### src/rtl/multi_tick_gen_pkg.sv
// Shared constants, mode encoding and width helper for the multi-channel tick generator.
package multi_tick_gen_pkg;

    localparam int DIV_WIDTH_DEF   = 16;
    localparam int DEFAULT_DIV_DEF = 128;

    typedef enum logic {
        MODE_PERIODIC = 1'b0,
        MODE_ONESHOT  = 1'b1
    } tick_mode_e;

    // ceil(log2(n)) but never less than 1, so a single-channel select is still a real port.
    function automatic int clog2_safe(input int n);
        int r;
        r = 0;
        for (int i = 0; i < 31; i++) begin
            if ((longint'(1) << i) < longint'(n)) r = i + 1;
        end
        return (r < 1) ? 1 : r;
    endfunction

endpackage

### src/rtl/multi_tick_gen_ch.sv
// One tick channel: shadow config, active mode, down-counter and registered tick/clk_div/busy.
module tick_gen_ch
    import multi_tick_gen_pkg::*;
#(
    parameter int DIV_WIDTH   = DIV_WIDTH_DEF,
    parameter int DEFAULT_DIV = DEFAULT_DIV_DEF
) (
    input  logic                 clk,
    input  logic                 rst_n,
    input  logic                 i_en,
    input  logic                 i_restart,
    input  logic                 i_cfg_we,
    input  logic [DIV_WIDTH-1:0] i_cfg_div,
    input  logic                 i_cfg_oneshot,
    output logic                 o_tick,
    output logic                 o_clk_div,
    output logic                 o_busy
);

    localparam logic [DIV_WIDTH-1:0] RST_DIV = DIV_WIDTH'(DEFAULT_DIV);
    localparam logic [DIV_WIDTH-1:0] ONE     = DIV_WIDTH'(1);

    logic [DIV_WIDTH-1:0] r_sh_div;
    tick_mode_e           r_sh_mode;
    tick_mode_e           r_act_mode;
    logic [DIV_WIDTH-1:0] r_cnt;
    logic                 r_en_q;
    logic                 r_parked;
    logic                 r_tick;
    logic                 r_clk_div;
    logic                 r_busy;

    logic [DIV_WIDTH-1:0] w_sh_div_nxt;
    tick_mode_e           w_sh_mode_nxt;
    logic [DIV_WIDTH-1:0] w_reload_val;
    logic [DIV_WIDTH-1:0] w_cnt_eff;
    logic [DIV_WIDTH-1:0] w_cnt_dec;
    tick_mode_e           w_mode_cur;
    logic                 w_rise;
    logic                 w_restart;
    logic                 w_load;
    logic                 w_active;
    logic                 w_term;
    logic                 w_park;

    // A write in the same cycle as a reload is seen by that reload.
    assign w_sh_div_nxt  = i_cfg_we ? i_cfg_div : r_sh_div;
    assign w_sh_mode_nxt = i_cfg_we ? (i_cfg_oneshot ? MODE_ONESHOT : MODE_PERIODIC) : r_sh_mode;
    assign w_reload_val  = (w_sh_div_nxt == '0) ? '0 : (w_sh_div_nxt - ONE);

    assign w_rise    = i_en & ~r_en_q;
    assign w_restart = i_en & i_restart;
    assign w_load    = w_rise | w_restart;
    assign w_active  = i_en & (w_load | ~r_parked);

    // Enable rise / restart count the current cycle as the first of the new period,
    // so the first tick lands exactly D cycles later and a restart hides a pending terminal count.
    assign w_cnt_eff  = w_load ? w_reload_val : r_cnt;
    assign w_cnt_dec  = w_cnt_eff - ONE;
    assign w_term     = w_active & (w_cnt_eff == '0);
    assign w_mode_cur = w_load ? w_sh_mode_nxt : r_act_mode;
    assign w_park     = w_term & (w_mode_cur == MODE_ONESHOT);

    always_ff @(posedge clk or negedge rst_n) begin
        if (!rst_n) begin
            r_sh_div   <= RST_DIV;
            r_sh_mode  <= MODE_PERIODIC;
            r_act_mode <= MODE_PERIODIC;
            r_cnt      <= RST_DIV - ONE;
            r_en_q     <= 1'b0;
            r_parked   <= 1'b0;
            r_tick     <= 1'b0;
            r_clk_div  <= 1'b0;
            r_busy     <= 1'b0;
        end else begin
            r_en_q    <= i_en;
            r_sh_div  <= w_sh_div_nxt;
            r_sh_mode <= w_sh_mode_nxt;
            if (!i_en) begin
                r_tick     <= 1'b0;
                r_busy     <= 1'b0;
                r_clk_div  <= 1'b0;
                r_act_mode <= w_sh_mode_nxt;
            end else if (w_active) begin
                r_tick    <= w_term;
                r_busy    <= ~w_park;
                r_clk_div <= (w_restart ? 1'b0 : r_clk_div) ^ w_term;
                r_cnt     <= w_term ? w_reload_val : w_cnt_dec;
                r_parked  <= w_park;
                if (w_load || w_term) r_act_mode <= w_sh_mode_nxt;
            end else begin
                r_tick <= 1'b0;
                r_busy <= 1'b0;
            end
        end
    end

    assign o_tick    = r_tick;
    assign o_clk_div = r_clk_div;
    assign o_busy    = r_busy;

endmodule

### src/rtl/multi_tick_gen.sv
// NUM_CH independent programmable tick / divided-clock channels sharing one config write port.
module multi_tick_gen
    import multi_tick_gen_pkg::*;
#(
    parameter int NUM_CH      = 4,
    parameter int DIV_WIDTH   = DIV_WIDTH_DEF,
    parameter int DEFAULT_DIV = DEFAULT_DIV_DEF
) (
    input  logic                            clk,
    input  logic                            rst_n,
    input  logic [NUM_CH-1:0]               ch_en,
    input  logic [NUM_CH-1:0]               restart,
    input  logic                            cfg_we,
    input  logic [clog2_safe(NUM_CH)-1:0]   cfg_ch,
    input  logic [DIV_WIDTH-1:0]            cfg_div,
    input  logic                            cfg_oneshot,
    output logic [NUM_CH-1:0]               tick,
    output logic [NUM_CH-1:0]               clk_div,
    output logic [NUM_CH-1:0]               busy
);

    localparam int CH_W = clog2_safe(NUM_CH);

    logic [NUM_CH-1:0] w_we;

    // Addresses at or beyond NUM_CH match no channel and are dropped.
    for (genvar g = 0; g < NUM_CH; g++) begin : g_ch
        assign w_we[g] = cfg_we && (cfg_ch == CH_W'(g));

        tick_gen_ch #(
            .DIV_WIDTH   (DIV_WIDTH),
            .DEFAULT_DIV (DEFAULT_DIV)
        ) u_ch (
            .clk           (clk),
            .rst_n         (rst_n),
            .i_en          (ch_en[g]),
            .i_restart     (restart[g]),
            .i_cfg_we      (w_we[g]),
            .i_cfg_div     (cfg_div),
            .i_cfg_oneshot (cfg_oneshot),
            .o_tick        (tick[g]),
            .o_clk_div     (clk_div[g]),
            .o_busy        (busy[g])
        );
    end

endmodule

### config.mk
export PLATFORM = sky130hd
export DESIGN_NAME = multi_tick_gen
export DESIGN_NICKNAME = d
export VERILOG_FILES = /design/src/rtl/multi_tick_gen_pkg.sv /design/src/rtl/multi_tick_gen_ch.sv /design/src/rtl/multi_tick_gen.sv
export SDC_FILE = /design/constraint.sdc
export NUM_CORES = 1
export LEC_CHECK = 0
export ABC_AREA = 1
export ABC_CLOCK_PERIOD_IN_PS = 2500
export BUFFER_PORTS_ARGS = -buffer_cell sky130_fd_sc_hd__buf_4
export CAP_MARGIN = 20
export CORE_MARGIN = 3
export CORE_UTILIZATION = 50
export DETAILED_ROUTE_END_ITERATION = 10
export PLACE_DENSITY = 0.78
export SLEW_MARGIN = 25
export SYNTH_ARGS = -nofsm -noshare
export SYNTH_HDL_FRONTEND = slang
export SYNTH_HIERARCHICAL = 1
export SYNTH_SLANG_ARGS = --single-unit
### constraint.sdc
create_clock -name clk -period 2.5 [get_ports clk]
set_clock_uncertainty 0.1 [all_clocks]
set_input_delay 0 -clock clk [delete_from_list [all_inputs] [get_ports clk]]
set_output_delay 0 -clock clk [all_outputs]
set_load 0.05 [all_outputs]
==> summary.md <==
| Metric | Value |
|---|---|
| Status | `complete, but fails checks` |
| Failing checks | `negative setup slack` |
| Most frequent cell after synthesis | `nand2_1` |
| Crit path required time | `between 2 and 3 ns` |
| Power density over the cells | `between 600 and 700 nW/um^2` |
| Flop2flop setup slack | `-0.40 ns` |
| Hold Violations, Final | `0` |
| Initial antenna violation count | `0` |
| # diodes | `0` |
| Final Instance Count excl. Fillers | `roughly 3000` |
| Rel. slew slack | `0.533` |
| FP Rows | `60` |
| Area contributors post-synth | `nand2_1 (26%), dfrtp_1 (23%), nand3_1 (6.8%)` |
| Buffers on Ports | `around 40` |
| Clock Pin Slew Worst Setup and Hold Paths | `0.07 ns` |
| Design Area, Final | `~21000 sq um` |
| CP max FO | `6` |
| Starting Density | `0.510` |
| Layout Area Growth over Synthesis | `51.6%` |
| Full die area | `roughly 30000 sq um` |
| CTS tree | `built` |
| Setup CP Type | `flip-flop to flip-flop` |
| CP startpoint kind | `flip-flop` |
| Chip Width | `between 150 and 200 um` |
| Fmax | `about 0.34 GHz` |
| Synth warnings | `6` |
| Period minus WS final | `roughly 2.9 ns` |
| First-pass GRT wire length | `between 70000 and 80000 um` |
| Total grt overflow | `0` |
| Util after Layout | `0.773` |
| Top FF cell, synth | `dfrtp_1` |
| Clock Latency Late Sink | `0.46 ns` |
| Htree depth | `4` |
| Worst hold path type | `input port to async pin` |
| Reg2Reg Launch Point | `g_ch[0].u_ch/r_sh_div[0]$_DFF_PN0_` |
| Gate count of the mapped netlist | `~2200` |
| Worst-Margin Slew | `about 0.70 ns` |
| Hold_ws | `between 0.003 and 0.004 ns` |
| Post-route ant nets | `0` |
| RSZ-0062 raised after global routing | `true` |
| Post-synth top cells | `nand2_1 (939), inv_1 (201), nand3_1 (187)` |
| Vias in the first global route | `around 15000` |
| Number of remaining DRC errors | `0` |
| GP Congestion | `0.923` |
| Max Root-Sink Buffers | `2` |
| Yosys top cell area share | `0.256` |
| Via-to-Cell Ratio | `approximately 5.5` |
| Area leader, netlist | `nand2_1` |
| Post-synthesis sequential area ratio | `0.286` |
| Worst VDD drop | `roughly 0.00052 V` |
| Worst r2r dst | `g_ch[0].u_ch/r_cnt[13]$_DFFE_PN0P_` |
| WL final | `between 50000 and 60000 um` |
| Syn avg cell area | `6.31 sq um` |
| Vias after detailed routing | `approximately 17000` |
| Setup_tns | `-8.64 ns` |
| Final worst-path setup slack | `-0.402 ns` |
| EDFF count, synth | `0` |
| Synth Net Count | `roughly 2200` |
| Num CTS Buffers | `17` |
| Initial DRC Count | `about 1800` |
| Chip height | `172 um` |
| Final Slew Violations | `0` |
| Nets@finish | `2700` |
| Crit. End Element | `flip-flop` |
| Pre-antenna DRT Iters | `7` |
| Ys async rst share | `1.00` |
| Core Region | `approximately 27000 sq um` |
| Pin count of the biggest net entering global routing | `between 60 and 70` |
| Max-Cap Viols | `0` |
| # setup viols final | `76` |
| R2R depth | `21` |
| Worst Path Arrival | `~3.2 ns` |
| Tcrit/Tclk final | `1.16` |
| Gr usage total | `0.295` |
| Post-DR wirelength/cell | `between 15 and 20 um` |
| Hpwl dp | `29400 um` |
| Fraction of layout cells with a size suffix above 1 | `0.465` |
| Post-synth cell types | `35` |
| Dpl cells | `around 2900` |
| Clock root cell | `clkbuf_16` |
| Clk sinks | `about 160` |
| Area post-placement | `17200 sq um` |
| # IOs | `42` |
| Mapped cell area | `about 14000 sq um` |
| Leakage | `0.0109 uW` |
| Register bit total from synthesis | `approximately 160` |
-- worst max-delay path by stage --
stage / from / to / slack, ns / depth (start not counted)
final: g_ch[0].u_ch/r_sh_div[0]$_DFF_PN0_ / g_ch[0].u_ch/r_cnt[13]$_DFFE_PN0P_ / -0.40 / 21
after detailed placement: cfg_ch[0] / g_ch[2].u_ch/r_cnt[2]$_DFFE_PN1P_ / -0.45 / 24
after global placement: cfg_ch[0] / g_ch[2].u_ch/r_cnt[2]$_DFFE_PN1P_ / -0.39 / 24
after global routing: g_ch[0].u_ch/r_sh_div[0]$_DFF_PN0_ / g_ch[0].u_ch/r_cnt[13]$_DFFE_PN0P_ / -0.49 / 21
after floorplan: cfg_ch[0] / g_ch[0].u_ch/r_cnt[11]$_DFFE_PN0P_ / -0.03 / 25
after CTS: g_ch[2].u_ch/r_sh_div[0]$_DFF_PN0_ / g_ch[2].u_ch/o_clk_div$_DFFE_PN0P_ / -0.09 / 20
-- layout by cell type (no fill, tap or decap), types with 33 or more instances in the layout --
cell type  netlist  layout
nor2_2          48      48
nand4_1         40      40
nand3_1        187     132
nand2_2        123     203
nor2_4          34      95
buf_6           20      34
inv_1          201     181
a21oi_2          0      33
nand2_1        939     781
dfrtp_1        124     124
or2_2           44      44
nor2_1         135      74
buf_4           12     421
nand2_4         17      97
nand3_2         33      65
-- kinds of logic after synthesis --
family,count (synthesis),share of synthesized area
AOI/OAI and AO/OA,96,0.0375
xor gates and xnor gates,17,0.0108
adders and majority gates,12,0.0109
buffers and inverters,287,0.0987
DFF,156,0.286
and+or+nand+nor,1615,0.556
-- report_power, final --
part           total, uW  internal (uW)  switching [uW]
sequential          3370           3090             283
combinational       7360           3110            4250
clock               2820           1540            1280
-- what timing repair did --
action / in CTS / in global routing
hold endpoints to repair: 224 / 0
resized for setup: 172 / 337
setup buffers: 39 / 53
cloned: 5 / 5
pin swaps: 116 / 261
hold buffers: 26 / 0
setup endpoints to repair: 84 / 84
-- sequential cells by signal (all words and copies together) (netlist names) --
| register | count |
|---|---|
| g_ch.u_ch/o_clk_div | 4 |
| g_ch.u_ch/r_parked | 4 |
| g_ch.u_ch/r_cnt | 64 |
| g_ch.u_ch/o_tick | 4 |
| g_ch.u_ch/r_act_mode | 4 |
| g_ch.u_ch/r_sh_div | 64 |
| g_ch.u_ch/r_sh_mode | 4 |
| g_ch.u_ch/r_en_q | 4 |
| g_ch.u_ch/o_busy | 4 |
-- metrics by stage --
step,setup slack (ns),power [uW]
finish,-0.402,13600
detailed placement,-0.447,8980
global placement,-0.390,8830
floorplan,-0.0274,6760
global route,-0.493,14300
CTS,-0.0852,12300
-- layer usage --
metal  global-route usage  up-vias  wire length, um  part of all wire
li1                     -     7710                -                 -
met1                0.358     7720            18700              0.37
met2                0.522      851            25200              0.50
met3               0.0382      277             3220             0.064
met4                0.131        0             2980             0.059
met5                    0        -                0                 0
-- worst max-delay path, stage by stage (launching register included) --
cell	delay (ns)
dfrtp_1	0.37
inv_1	0.06
nand2_2	0.07
nand2_4	0.09
ha_4	0.18
nand3_4	0.10
nor2_4	0.16
buf_4	0.12
nand3_1	0.07
nand2_1	0.08
inv_1	0.08
nand3_2	0.07
nand2_2	0.09
buf_4	0.16
nor2_4	0.12
nand2_2	0.09
nor2_4	0.22
nand3b_1	0.15
nand2_1	0.16
nand3_1	0.10
nand2_1	0.09
nand2_1	0.05
-- cell type report --
class                           count  area, sq um
Fill cell                        1707         6140
Multi-Input combinational cell   1746        10600
Inverter                          229          922
Sequential cell                   156         3940
Timing Repair Buffer              508         4360
Clock buffer                       18          439
Clock inverter                     14          176
Tap cell                          341          427
Note: power is estimated with default switching activity, not from simulation.
